**config.mk**
```make
export PLATFORM = sky130hd
export DESIGN_NAME = scroll_display
export DESIGN_NICKNAME = d
export VERILOG_FILES = /design/src/rtl/scroll_pkg.sv /design/src/rtl/seg7_decode.sv /design/src/rtl/scroll_display.sv
export SDC_FILE = /design/constraint.sdc
export NUM_CORES = 1
export LEC_CHECK = 0
export BUFFER_PORTS_ARGS = -buffer_cell sky130_fd_sc_hd__buf_2
export CAP_MARGIN = 0
export CORE_ASPECT_RATIO = 0.6
export CORE_MARGIN = 4
export CORE_UTILIZATION = 45
export DETAILED_ROUTE_END_ITERATION = 10
export PLACE_DENSITY = 0.7
export SYNTH_ARGS = -nofsm -noshare
export SYNTH_HDL_FRONTEND = slang
export SYNTH_SLANG_ARGS = --single-unit
```
**constraint.sdc**
```tcl
create_clock -name clk100mhz -period 8.3 [get_ports clk100mhz]
set_clock_uncertainty 0.15 [all_clocks]
set_input_delay 0.415 -clock clk100mhz [delete_from_list [all_inputs] [get_ports clk100mhz]]
set_output_delay 0.415 -clock clk100mhz [all_outputs]
set_load 0.01 [all_outputs]
```
**src/rtl/scroll_pkg.sv**
```systemverilog
// Shared types and constants for the scrolling seven-segment controller.
package scroll_pkg;

  typedef enum logic [1:0] {
    IDLE   = 2'd0,
    SCROLL = 2'd1,
    PAUSED = 2'd2
  } state_e;

  // Segment patterns {dp,g,f,e,d,c,b,a}, active-high; entry 15 listed first
  localparam logic [15:0][7:0] SEG_TABLE = {
    8'h71, 8'h79, 8'h5E, 8'h39, 8'h7C, 8'h77, 8'h6F, 8'h7F,
    8'h07, 8'h7D, 8'h6D, 8'h66, 8'h4F, 8'h5B, 8'h06, 8'h3F
  };

  localparam logic [7:0] SEG_BLANK = 8'h00;

  // Counter width for a modulus, never below one bit
  function automatic int unsigned clog2_min1(input int unsigned v);
    return (v > 1) ? $clog2(v) : 1;
  endfunction

endpackage

```
**src/rtl/seg7_decode.sv**
```systemverilog
// Combinational hex nibble to seven-segment pattern (dp always off).
module seg7_decode
  import scroll_pkg::*;
(
  input  logic [3:0] nibble_i,
  output logic [7:0] seg_c_o
);

  assign seg_c_o = SEG_TABLE[nibble_i];

endmodule

```
**src/rtl/scroll_display.sv**
```systemverilog
// Multiplexed seven-segment scrolling controller on a single clock with tick enables.
// Optional `BLINK_EN flashes the digit enables while the scroll is paused.
module scroll_display
  import scroll_pkg::*;
#(
  parameter int unsigned NUM_DIGITS = 8,
  parameter int unsigned MSG_LEN    = 16,
  parameter int unsigned SCAN_DIV   = 131072,
  parameter int unsigned SCROLL_DIV = 33333333
) (
  input  logic                    clk100mhz,
  input  logic                    clr,
  input  logic                    load,
  input  logic [4*MSG_LEN-1:0]    msg_data,
  input  logic                    dir,
  input  logic                    pause,
  output logic [NUM_DIGITS-1:0]   pos,
  output logic [7:0]              seg,
  output logic                    wrap
);

  localparam int unsigned OFF_W  = clog2_min1(MSG_LEN);
  localparam int unsigned SUM_W  = OFF_W + 1;
  localparam int unsigned K_W    = clog2_min1(NUM_DIGITS);
  localparam int unsigned SCAN_W = clog2_min1(SCAN_DIV);
  localparam int unsigned SCRL_W = clog2_min1(SCROLL_DIV);

  state_e                  state_q, state_d;
  logic [SCAN_W-1:0]       scan_cnt_q, scan_cnt_d;
  logic [K_W-1:0]          k_q, k_d;
  logic                    scan_upd_q;
  logic [SCRL_W-1:0]       scroll_cnt_q, scroll_cnt_d;
  logic [OFF_W-1:0]        offset_q, offset_d;
  logic                    wrap_q, wrap_d;
  logic [4*MSG_LEN-1:0]    msg_q, msg_d;
  logic [NUM_DIGITS-1:0]   pos_q, pos_d;
  logic [7:0]              seg_q, seg_d;

  logic                    scan_tick;
  logic                    scroll_run;
  logic                    scroll_tick;
  logic [SUM_W-1:0]        idx_sum;
  logic [OFF_W-1:0]        nib_idx;
  logic [3:0]              msg_nib [MSG_LEN];
  logic [3:0]              cur_nib;
  logic [7:0]              seg_dec;
  logic                    blank;

  // Message register viewed as nibbles, nibble 0 in the top bits
  for (genvar i = 0; i < MSG_LEN; i++) begin : g_nib
    assign msg_nib[i] = msg_q[4*(MSG_LEN-1-i) +: 4];
  end

  assign scan_tick   = (scan_cnt_q == SCAN_W'(SCAN_DIV - 1));
  assign scroll_run  = (state_q == SCROLL) && !pause && !load;
  assign scroll_tick = scroll_run && (scroll_cnt_q == SCRL_W'(SCROLL_DIV - 1));

  // offset < MSG_LEN and k < MSG_LEN, so one conditional subtract is an exact modulo
  assign idx_sum = SUM_W'(offset_q) + SUM_W'(k_q);
  assign nib_idx = (idx_sum >= SUM_W'(MSG_LEN)) ? OFF_W'(idx_sum - SUM_W'(MSG_LEN))
                                                : OFF_W'(idx_sum);
  assign cur_nib = msg_nib[nib_idx];

  seg7_decode u_dec (
    .nibble_i (cur_nib),
    .seg_c_o  (seg_dec)
  );

`ifdef BLINK_EN
  logic [SCRL_W-1:0] blink_cnt_q, blink_cnt_d;

  assign blink_cnt_d = (blink_cnt_q == SCRL_W'(SCROLL_DIV - 1)) ? '0
                                                                : blink_cnt_q + SCRL_W'(1);
  assign blank       = (state_q == PAUSED) && (blink_cnt_q >= SCRL_W'(SCROLL_DIV / 2));

  always_ff @(posedge clk100mhz or posedge clr) begin
    if (clr) begin
      blink_cnt_q <= '0;
    end else begin
      blink_cnt_q <= blink_cnt_d;
    end
  end
`else
  assign blank = 1'b0;
`endif

  // Next-state logic for FSM, counters, offset and registered display outputs
  always_comb begin
    state_d      = state_q;
    scan_cnt_d   = scan_tick ? '0 : scan_cnt_q + SCAN_W'(1);
    k_d          = k_q;
    scroll_cnt_d = scroll_cnt_q;
    offset_d     = offset_q;
    wrap_d       = 1'b0;
    msg_d        = msg_q;
    pos_d        = pos_q;
    seg_d        = seg_q;

    if (scan_tick) begin
      k_d = (k_q == K_W'(NUM_DIGITS - 1)) ? '0 : k_q + K_W'(1);
    end

    if (load) begin
      state_d = pause ? PAUSED : SCROLL;
    end else begin
      unique case (state_q)
        IDLE:    state_d = IDLE;
        SCROLL:  state_d = pause ? PAUSED : SCROLL;
        PAUSED:  state_d = pause ? PAUSED : SCROLL;
        default: state_d = IDLE;
      endcase
    end

    if (load) begin
      msg_d        = msg_data;
      offset_d     = '0;
      scroll_cnt_d = '0;
    end else if (scroll_run) begin
      scroll_cnt_d = scroll_tick ? '0 : scroll_cnt_q + SCRL_W'(1);
      if (scroll_tick) begin
        if (dir) begin
          offset_d = (offset_q == '0) ? OFF_W'(MSG_LEN - 1) : offset_q - OFF_W'(1);
          wrap_d   = (offset_q == '0);
        end else begin
          offset_d = (offset_q == OFF_W'(MSG_LEN - 1)) ? '0 : offset_q + OFF_W'(1);
          wrap_d   = (offset_q == OFF_W'(MSG_LEN - 1));
        end
      end
    end

    // Display refreshes on the cycle after k advances; IDLE is held blank
    if (state_q == IDLE) begin
      pos_d = '0;
      seg_d = SEG_BLANK;
    end else if (scan_upd_q) begin
      pos_d = blank ? '0 : (NUM_DIGITS'(1) << (K_W'(NUM_DIGITS - 1) - k_q));
      seg_d = seg_dec;
    end
  end

  always_ff @(posedge clk100mhz or posedge clr) begin
    if (clr) begin
      state_q      <= IDLE;
      scan_cnt_q   <= '0;
      k_q          <= '0;
      scan_upd_q   <= 1'b0;
      scroll_cnt_q <= '0;
      offset_q     <= '0;
      wrap_q       <= 1'b0;
      msg_q        <= '0;
      pos_q        <= '0;
      seg_q        <= SEG_BLANK;
    end else begin
      state_q      <= state_d;
      scan_cnt_q   <= scan_cnt_d;
      k_q          <= k_d;
      scan_upd_q   <= scan_tick;
      scroll_cnt_q <= scroll_cnt_d;
      offset_q     <= offset_d;
      wrap_q       <= wrap_d;
      msg_q        <= msg_d;
      pos_q        <= pos_d;
      seg_q        <= seg_d;
    end
  end

  assign pos  = pos_q;
  assign seg  = seg_q;
  assign wrap = wrap_q;

endmodule
```
* Word-level counts from Yosys, hierarchy flattened *
Memory sizes are Yosys's and may differ from the RTL's.
Cells that the tools add are included.

operators by class
  $add $sub $neg = 8
  $mul = 0
  div/mod/pow operators = 0
  magnitude comparators = 3
  eq/ne operators = 6
  shifts and indexed selects = 1
  muxes and demuxes = 27
  bitwise operators = 1
  reductions and logical operators = 12

operators by type and width
  operator                                                  number
  two-way mux 25 bit                                        3
  two-way mux 8 bit                                         5
  two-way mux 4 bit                                         9
  adder 25 x 1 -> 25 bit, second input constant             1
  == test 25 bit, second input constant                     1
  adder 17 x 1 -> 17 bit, second input constant             1
  == test 17 bit, second input constant                     1
  two-way mux 17 bit                                        1
  binary-select mux 4 bit (select 4 bit)                    1
  greater-or-equal comparator 5 bit, second input constant  2
  << shifter 1 x 3 -> 8 bit, first input constant           1
  subtractor 4 x 1 -> 4 bit, second input constant          2
  two-way mux 2 bit                                         3
  nonzero test 2 bit                                        3
  adder 4 x 3 -> 5 bit                                      1
  < comparator 4 x 5 -> 1 bit, second input constant        1
  inverter 4 -> 5 bit                                       1
  adder 4 x 1 -> 4 bit, second input constant               1
  == test 4 bit, second input constant                      1
  zero test 4 bit                                           1
  two-way mux 1 bit                                         4
  adder 3 x 1 -> 3 bit, second input constant               1
  == test 3 bit, second input constant                      1
  logical AND 1 bit                                         3
  other kinds (8)                                           9

word-level totals
  flip-flop bits (word level) = 133
  latch bits = 0
  RAM bits = 0
  memory bits (read-only) = 128
  input bits = 69
  output and inout bits = 17
  word-level logic and storage cells = 69
  memories = 1

memory list
  memory           depth  width  rd ports  clocked after memory_dff  write ports  RTL line          text
  (no name shown)  16     8      1         0                         0            seg7_decode.sv:9  assign seg_c_o = SEG_TABLE[nibble_i];

* Longest topological paths before layout *
Gate-level depths: netlist of run 1.

  word-level depth = 11
  depth in mapped cells = 12
  mapped depth without buffers = 11

* Hierarchy *
A second synthesis of run 1 with hierarchy kept.

second synthesis, totals
  cell total of the unflattened synthesis = 565
  area total of the unflattened synthesis = 6731.5 um2

by module, submodules not included
  module          instances  cells an instance  area an instance (um2)  seq. area each (um2)
  scroll_display  1          530                6429.9                  3328.2
  seg7_decode     1          35                 301.5                   0.0

* Worst setup path after synthesis of run 1 *
Ideal clock, no wire load.

  path kind = reg2reg
  start = register offset_q[0]
  end = register seg_q[3] (netlist: seg[3])
  arrival time = 2.974 ns
  required time = 8.026 ns
  setup slack = 5.052 ns
  cell stages (with the launch flop) = 13
  clock period less this slack = 3.248 ns
  cells stage by stage = dfrtp_1 ha_1 fa_1 buf_4 clkbuf_8 mux4_1 mux4_2 inv_1 ha_1 inv_1 o21a_1 a22oi_1 nand2_1

on the way
  longest elaborated chain between the ends = 11
  elaborated cells on any way between the ends = 12
  those cells by class = 2 x add/sub; 1 x order compare; 7 x mux; 1 x bitwise; 1 x memory

ends and longest elaborated chain
  item                                                                                   RTL line               text
  from (decl)                                                                            scroll_display.sv:33   logic [OFF_W-1:0] offset_q, offset_d;
  from (signal assigned)                                                                 scroll_display.sv:159  offset_q <= offset_d;
  adder 4 x 3 -> 5 bit (*)                                                               scroll_display.sv:59   assign idx_sum = SUM_W'(offset_q) + SUM_W'(k_q);
  subtractor 4 x 1 -> 4 bit / greater-or-equal comparator 5 bit (equally long branches)  scroll_display.sv:60   assign nib_idx = (idx_sum >= SUM_W'(MSG_LEN)) ? OFF_W'(idx_sum - SUM_W'(MSG_LEN))
  two-way mux 4 bit (*)                                                                  scroll_display.sv:60
  inverter 4 -> 5 bit (implied by the code) (*)                                          scroll_display.sv:62   assign cur_nib = msg_nib[nib_idx];
  binary-select mux 4 bit (select 4 bit) (*)                                             scroll_display.sv:62
  two-way mux 4 bit (implied by the code) (*) (2 in a row)                               scroll_display.sv:62
  memory (16 x 8 bit) (*)                                                                n/a
  two-way mux 8 bit (implied by the code) (*)                                            seg7_decode.sv:9
  two-way mux 8 bit (*)                                                                  scroll_display.sv:135  end else if (scan_upd_q) begin
  two-way mux 8 bit (*)                                                                  scroll_display.sv:132  if (state_q == IDLE) begin
  to (signal assigned)                                                                   scroll_display.sv:163  seg_q <= seg_d;
  to (decl)                                                                              scroll_display.sv:37   logic [7:0] seg_q, seg_d;

Every way passes the cells marked *; elsewhere a longest branch is shown, timed or not. The select of a mux whose other input is x is not followed.
A chain may end at the register's enable or synchronous reset.

* Worst setup path after layout of run 1 *
Ends and elaborated chain as after synthesis.

==> results of run 1 <==
worst reg2reg max path, cell delays in order, from the launching register on:
cell	delay [ps]
sky130_fd_sc_hd__dfrtp_1	460
sky130_fd_sc_hd__ha_1	250
sky130_fd_sc_hd__fa_1	960
sky130_fd_sc_hd__mux4_2	420
sky130_fd_sc_hd__mux4_2	570
sky130_fd_sc_hd__inv_1	150
sky130_fd_sc_hd__ha_1	280
sky130_fd_sc_hd__inv_1	70
sky130_fd_sc_hd__o21a_1	200
sky130_fd_sc_hd__a22oi_1	150
sky130_fd_sc_hd__nand2_1	70
state kept, by name, summed over array words and instances, names as in the netlist:
name and count:
msg_nib 64, scroll_cnt_q 25, scan_cnt_q 17, pos 8
seg 7, offset_q 4, k_q 3, state_q 2
scan_upd_q 1, wrap 1
stage by stage:
stage | utilization | setup slack (ps)
6_report | 0.5372 | 4461
5_1_grt | 0.5372 | 4186
4_1_cts | 0.5372 | 4462
3_5_place_dp | 0.4971 | 4445
3_3_place_gp | 0.4971 | 4608
2_1_floorplan | - | 4209
how the worst min path moves through the flow:
| stage | startpoint | to | slack [ps] | cells past startpoint |
|---|---|---|---|---|
| after global routing | pause | state_q[0] | 40 | 2 |
| after floorplan | scan_cnt_q[0] | scan_cnt_q[0] | 290 | 1 |
| after detailed placement | scan_cnt_q[0] | scan_cnt_q[0] | 320 | 1 |
| after CTS | clr | pos[2] | 20 | 2 |
| final | clr | pos[4] | -3 | 2 |
| after global placement | scan_cnt_q[0] | scan_cnt_q[0] | 310 | 1 |
where the power goes:
group	switching, mW	total, mW	internal [mW]
Sequential	0.0203	0.697	0.677
Clock	0.283	0.732	0.450
Combinational	0.0609	0.122	0.0615
layout by cell type, fill, tap and decap left out, drive strengths merged, types with 12 or more instances in the layout:
master / count
xnor2: 12
and3: 13
buf: 87
a21oi: 25
clkbuf: 20
xor2: 22
nand2: 38
mux2: 66
nor2: 55
mux4: 19
ha: 24
inv: 24
nand3: 26
dfrtp: 132
o21ai: 12
synthesized netlist by cell type (all sizes together) (2+ instances only):
library cell  count  area (um^2)
mux2i             3        30.03
dfrtp           132         3303
nor4              2        18.77
nor2b             7        43.79
and3             13        82.58
a31oi             2        12.51
nand4             7        43.79
o22ai             5        31.28
inv              24        90.09
buf               9        76.31
nor3              4        20.02
o21ai            12        60.06
nand2            38        150.1
xnor2            12        105.1
nand3            26        130.1
mux2             66        743.2
nor2             55        206.5
a311oi            2        17.52
a21oi            25        125.1
mux4             19        473.0
or3               3        18.77
clkbuf           16        70.06
a211oi            7        57.55
and4              4        35.03
xor2             22        192.7
nand2b            7        43.79
ha               24        300.3
cells by family after synthesis:
logic type | count (synthesis) | synth area share
xor gates and xnor gates | 34 | 0.04482
adders and majority gates | 25 | 0.04821
and+or+nand+nor | 173 | 0.1282
buffers and inverters | 49 | 0.03559
DFF | 132 | 0.4972
muxes | 88 | 0.1876
other | 1 | 0.0005644
AOI/OAI and AO/OA | 62 | 0.05782
layout make-up:
| cell class | count | share of cell area |
|---|---|---|
| repair buffers | 87 | 0.05700 |
| clock inverters | 12 | 0.01707 |
| clock buffers | 20 | 0.05749 |
| well taps | 198 | 0.03188 |
| flip-flops and latches | 132 | 0.4251 |
| inverters | 24 | 0.01192 |
| multi-input cells | 383 | 0.3995 |
metal layers:
metal	wire length, um	GRT usage	up-vias
met4	198	0.05367	0
met3	746	0.04031	21
met5	0	0	-
met1	7252	0.2761	2320
li1	-	-	2164
met2	6482	0.2734	137
==> summary.json, run 1 <==
{
  "outcome": "finished, violations left",
  "violations": "negative hold slack",
  "clock_sinks": 132,
  "tritoncts": "done",
  "post_cts_resize_count": 0,
  "timing.reg2reg.worst_path_depth": 10,
  "crit_path_max_fanout": 16,
  "worst_slew_margin_rel": 0.3660,
  "clk_transition_reported_paths_ps": 60,
  "yosys_warnings": 0,
  "dpl_cells": 824,
  "synth.cell_area_um2": 6644,
  "startpoint_type": "register",
  "report.power.total_mw": 1.552,
  "cts_max_level": 4,
  "place_area_um2": 7191,
  "antenna_found_initial": 0,
  "synth_edf_count": 0,
  "fmax_mhz": 260.5,
  "finalHoldViolCount": 8,
  "timing.rr.start": "offset_q[0]",
  "clock_tree.buffer_depth": 2,
  "syn-instance-count": 564,
  "r2r-end": "seg[3]",
  "cp_slowest_stage_delay_ps": 960,
  "pwr_density_cell_nw_per_um2": 199.7,
  "synth.yosys.seq_area_share": 0.4972,
  "cp_data_required_time_ps": 8450,
  "post-route-period-util": 0.4625,
  "power_leakage_nw": 3.519,
  "critical_path.slowest_cell": "sky130_fd_sc_hd__fa_1",
  "drt.antenna.violating_nets": 0,
  "register_area_um2": 3303,
  "dpl.hpwl_um": 10470,
  "slew_viol_final": 0,
  "final_net_count": 739,
  "postSynthRegisterBits": 132,
  "drv_cap": 0,
  "drc": 0,
  "rsz0062_at_grt": "no",
  "worstPathArrival_ps": 3990,
  "number_of_nets_in_the_synthesized_netlist": 658,
  "worst_hold_slack_across_all_endpoints_ps": -3.222,
  "final-instance-count-excl-fill": 856,
  "final.setup.tns_ps": 0,
  "cpLargestDelayFamily": "adder cells",
  "synthArstFlopShare": 1.000,
  "dominantRegCellSynth": "sky130_fd_sc_hd__dfrtp_1",
  "total_die_area_um2": 16840,
  "place.gp.congestion": 0.8213,
  "cts_setup_buffers": 0,
  "timing.final.crit_period_ps": 3839,
  "worstSetupEndpointType": "register",
  "antenna_cells_inserted": 0,
  "critical_path_cell_count": 10,
  "worstHoldPathType": "in -> async",
  "report.final.setup_viol": 0,
  "first_pass_iteration_count_of_the_detailed_router": 5,
  "dr.first_iter.drc_count": 385,
  "postRouteWirelength_um": 14680,
  "io_pins": 86,
  "ctsRootBufferMaster": "sky130_fd_sc_hd__clkbuf_16",
  "postSynthAreaPerCell_um2": 11.78,
  "grt_overflow": 0,
  "stdcell_area_um2": 7770,
  "initial_core_utilization": 0.4593,
  "yosysUniqueCellTypes": 56,
  "port_buffers": 84,
  "fp-row-count": 34,
  "via_count": 4642,
  "cell_by_cell_listing_of_the_critical_path": "ha_1 -> fa_1 -> mux4_2 -> mux4_2 -> inv_1 -> ha_1 -> inv_1 -> o21a_1 -> a22oi_1 -> nand2_1",
  "grt.total_usage": 0.1849,
  "routedWlPerCell_um": 17.15,
  "post_cts_hold_buffer_count": 0,
  "worst-r2r-setup-slack_ps": 4460,
  "floorplan.die.width_um": 164.9,
  "detail_route.vias_per_cell": 5.423,
  "worst_skew_pair.late_latency_ps": 420,
  "multiInputGateArea_um2": 3104,
  "critical_path.startpoint": "offset_q[0]",
  "vdd_drop_max_uv": 126.5,
  "core_area_um2": 14460,
  "grt_first_pass_wirelength_um": 24160,
  "worst-setup-path-type": "reg -> reg",
  "grt_pass1_vias": 4680,
  "endpoint": "seg[3]",
  "number_of_buffers_created_by_cts": 17,
  "layout.filler_cells": 1245,
  "crit_buf_inv": 2,
  "grt_start_max_net_pins": 80,
  "syn_to_final_growth_pct": 16.95,
  "worst-slew-pin-transition_ps": 950.9,
  "fp.dieH_um": 102.1,
  "final_layout_size_suffix_gt1_frac": 0.3009
}
Power figures use the tool's default switching activity.
==> run 2, diff against run 1 <==
clock period = 3.6 ns   (was 8.3 ns; I/O delays follow)
==> run 2 against run 1 <==
Compared with the run above: the run now ends clean; global-route usage is 1.7 points higher; first-iteration DRC count is 4.7% lower; critical path depth is 1 higher; final cell count is 9.1% higher; core utilization is 5.5 points higher; critical path type unchanged; register-to-register slack worse by 4400 ps; largest power group unchanged; wire length is 10% higher; design area is 10% higher; worst setup slack worse by 4400 ps; die area stayed put.
==> summary.json, run 2 (same netlist as run 1, synthesis figures left out) <==
{
  "outcome": {"value": "finished clean", "change": "was finished, violations left"},
  "worstHoldPathType": {"value": "in -> reg", "change": "was in -> async"},
  "startpoint_type": {"value": "register", "change": "unchanged"},
  "total_die_area": {"value": 16840, "unit": "um^2", "change": "unchanged"},
  "final_net_count": {"value": 817, "change": "was 739"},
  "cp_slowest_stage_delay": {"value": 610, "unit": "ps", "change": "was 960 ps"},
  "floorplan.die.width": {"value": 164.9, "unit": "um", "change": "unchanged"},
  "crit_buf_inv": {"value": 3, "change": "was 2"},
  "place.gp.congestion": {"value": 0.9024, "change": "was 0.8213"},
  "endpoint": {"value": "seg[3]", "change": "unchanged"},
  "critical_path.startpoint": {"value": "k_q[0]", "change": "was offset_q[0]"},
  "worst_skew_pair.late_latency": {"value": 420, "unit": "ps", "change": "about the same"},
  "power_leakage": {"value": 3.863, "unit": "nW", "change": "was 3.519 nW"},
  "dpl_cells": {"value": 832, "change": "was 824"},
  "pwr_density_cell": {"value": 433.3, "unit": "nW/um^2", "change": "was 199.7 nW/um^2"},
  "drv_cap": {"value": 0, "change": "unchanged"},
  "finish.utilization": {"value": 0.5925, "change": "was 0.5372"},
  "critPathMostFrequentCell": "sky130_fd_sc_hd__inv_1",
  "post-route-period-util": {"value": 0.9732, "change": "was 0.4625"},
  "dr.first_iter.drc_count": {"value": 367, "change": "was 385"},
  "worst-slew-pin-transition": {"value": 829.4, "unit": "ps", "change": "was 950.9 ps"},
  "syn_to_final_growth": {"value": 28.98, "unit": "%", "change": "was 16.95%"},
  "port_buffers": {"value": 84, "change": "unchanged"},
  "register_area": {"value": 3303, "unit": "um^2", "change": "unchanged"},
  "clk_transition_reported_paths": {"value": 60, "unit": "ps", "change": "about the same"},
  "final_layout_size_suffix_gt1_frac": {"value": 0.2894, "change": "was 0.3009"},
  "grt_first_pass_wirelength": {"value": 26370, "unit": "um", "change": "was 24160 um"},
  "drt.antenna.violating_nets": {"value": 0, "change": "unchanged"},
  "via_count": {"value": 4936, "change": "was 4642"},
  "clock_sinks": {"value": 132, "change": "unchanged"},
  "stdcell_area": {"value": 8569, "unit": "um^2", "change": "was 7770 um^2"},
  "grt_pass1_vias": {"value": 5116, "change": "was 4680"},
  "initial_core_utilization": {"value": 0.4593, "change": "unchanged"},
  "worst-r2r-setup-slack": {"value": 100, "unit": "ps", "change": "was 4460 ps"},
  "number_of_buffers_created_by_cts": {"value": 17, "change": "unchanged"},
  "antenna_cells_inserted": {"value": 0, "change": "unchanged"},
  "clock_tree.buffer_depth": {"value": 2, "change": "unchanged"},
  "routedWlPerCell": {"value": 17.34, "unit": "um", "change": "was 17.15 um"},
  "worst_slew_margin_rel": {"value": 0.4459, "change": "was 0.3660"},
  "core_area": {"value": 14460, "unit": "um^2", "change": "unchanged"},
  "fp.dieH": {"value": 102.1, "unit": "um", "change": "unchanged"},
  "cpLargestDelayFamily": {"value": "adder cells", "change": "unchanged"},
  "multiInputGateArea": {"value": 3109, "unit": "um^2", "change": "was 3104 um^2"},
  "largest_register_ff_count": {"value": 64, "change": "unchanged"},
  "worst-setup-path-type": {"value": "reg -> reg", "change": "unchanged"},
  "worstPathArrival": {"value": 3650, "unit": "ps", "change": "was 3990 ps"},
  "layout.cells.most_common": {"value": "sky130_fd_sc_hd__dfrtp_1", "change": "unchanged"},
  "first_pass_iteration_count_of_the_detailed_router": {"value": 5, "change": "unchanged"},
  "postRouteWirelength": {"value": 16200, "unit": "um", "change": "was 14680 um"},
  "place_area": {"value": 7264, "unit": "um^2", "change": "was 7191 um^2"},
  "critical_path.slowest_cell": {"value": "sky130_fd_sc_hd__fa_2", "change": "was sky130_fd_sc_hd__fa_1"},
  "fp-row-count": {"value": 34, "change": "unchanged"},
  "critical_path_cell_count": {"value": 11, "change": "was 10"},
  "grt_start_max_net_pins": {"value": 97, "change": "was 80"},
  "timing.rr.start": {"value": "k_q[0]", "change": "was offset_q[0]"},
  "slew_viol_final": {"value": 0, "change": "unchanged"},
  "cell_by_cell_listing_of_the_critical_path": {"value": "ha_1 -> fa_2 -> buf_12 -> mux4_1 -> mux4_2 -> inv_1 -> ha_2 -> inv_1 -> o21a_1 -> a22oi_1 -> nand2_1", "change": "was ha_1 -> fa_1 -> mux4_2 -> mux4_2 -> inv_1 -> ha_1 -> inv_1 -> o21a_1 -> a22oi_1 -> nand2_1"},
  "cts_max_level": {"value": 4, "change": "unchanged"},
  "timing.reg2reg.worst_path_depth": {"value": 11, "change": "was 10"},
  "crit_path_max_fanout": {"value": 11, "change": "was 16"},
  "antenna_found_initial": {"value": 0, "change": "unchanged"},
  "detail_route.vias_per_cell": {"value": 5.285, "change": "was 5.423"},
  "dpl.hpwl": {"value": 10500, "unit": "um", "change": "was 10470 um"},
  "grt_overflow": {"value": 0, "change": "unchanged"},
  "grt.total_usage": {"value": 0.2019, "change": "was 0.1849"},
  "drc": {"value": 0, "change": "unchanged"},
  "vdd_drop_max": {"value": 288.8, "unit": "uV", "change": "was 126.5 uV"},
  "io_pins": {"value": 86, "change": "unchanged"},
  "layout.filler_cells": {"value": 1120, "change": "was 1245"},
  "min_path_cells": 2,
  "timing.final.crit_period": {"value": 3503, "unit": "ps", "change": "was 3839 ps"},
  "ctsRootBufferMaster": {"value": "sky130_fd_sc_hd__clkbuf_16", "change": "unchanged"},
  "cp_data_required_time": {"value": 3740, "unit": "ps", "change": "was 8450 ps"},
  "report.final.setup_viol": {"value": 0, "change": "unchanged"},
  "tritoncts": {"value": "done", "change": "unchanged"},
  "finalHoldViolCount": {"value": 0, "change": "was 8"},
  "most-common-layout-cells": {"value": "132 x sky130_fd_sc_hd__dfrtp_1, 84 x sky130_fd_sc_hd__buf_2, 67 x sky130_fd_sc_hd__dlygate4sd3_1, 66 x sky130_fd_sc_hd__mux2_2, 55 x sky130_fd_sc_hd__nor2_1", "change": "was 132 x sky130_fd_sc_hd__dfrtp_1, 84 x sky130_fd_sc_hd__buf_2, 66 x sky130_fd_sc_hd__mux2_2, 55 x sky130_fd_sc_hd__nor2_1, 37 x sky130_fd_sc_hd__nand2_1"},
  "final-instance-count-excl-fill": {"value": 934, "change": "was 856"},
  "r2r-end": {"value": "seg[3]", "change": "unchanged"},
  "fmax": {"value": 285.4, "unit": "MHz", "change": "was 260.5 MHz"},
  "worstSetupEndpointType": {"value": "register", "change": "unchanged"}
}
## run 2: per-stage QoR
stage	total power [mW]	setup WS [ps]	TNS [ps]	hold WS, ps
floorplan	1.811	351.7	0	96.41
CTS	3.722	40.60	0	101.8
finish	3.713	96.60	0	105.4
global route	3.839	-21.25	-21.25	130.4
global placement	1.904	90.20	0	213.3
detailed placement	1.917	-63.58	-84.28	235.5
## run 2: worst min path at each step
stage	from	endpoint	slack, ps
floorplan	pause	state_q[0]	100
detailed placement	clr	seg[4]	240
CTS	load	scroll_cnt_q[21]	100
finish	load	scroll_cnt_q[21]	110
global placement	clr	seg[3]	210
global route	load	scroll_cnt_q[21]	130
## run 2: where the power goes
group / switching (mW) / leakage, nW / internal (mW)
registers: 0.0459 / 1.68 / 1.56
logic: 0.160 / 1.90 / 0.194
clock network: 0.716 / 0.284 / 1.04
total: 0.922 / 3.86 / 2.79
## run 2: layer usage
metal,track usage,up-vias,part of all wire
met4,0.06518,0,0.019
li1,-,2324,-
met2,0.3325,150,0.48
met5,0,-,0
met3,0.04272,33,0.049
met1,0.2715,2429,0.45
## run 2: repair_timing
item	4_1_cts	5_1_grt
setup buffers	0	3
gates resized for setup	1	1
pin swaps	0	1
endpoints found under the hold margin	103	0
hold buffers	67	0
cloned	0	0
setup endpoints to repair	2	3
## run 2: area by class of cell
type / instances / share of cell area
Sequential cell: 132 / 0.3855
Multi-Input combinational cell: 383 / 0.3628
Timing Repair Buffer: 165 / 0.1425
Clock inverter: 15 / 0.01971
Clock buffer: 17 / 0.04964
Inverter: 24 / 0.01095
Tap cell: 198 / 0.02891
## run 2: worst reg2reg max path, stage by stage (launching register included)
cell                      delay, ps
sky130_fd_sc_hd__dfrtp_1        420
sky130_fd_sc_hd__ha_1           260
sky130_fd_sc_hd__fa_2           610
sky130_fd_sc_hd__buf_12         150
sky130_fd_sc_hd__mux4_1         330
sky130_fd_sc_hd__mux4_2         570
sky130_fd_sc_hd__inv_1          150
sky130_fd_sc_hd__ha_2           250
sky130_fd_sc_hd__inv_1           60
sky130_fd_sc_hd__o21a_1         200
sky130_fd_sc_hd__a22oi_1        160
sky130_fd_sc_hd__nand2_1         80
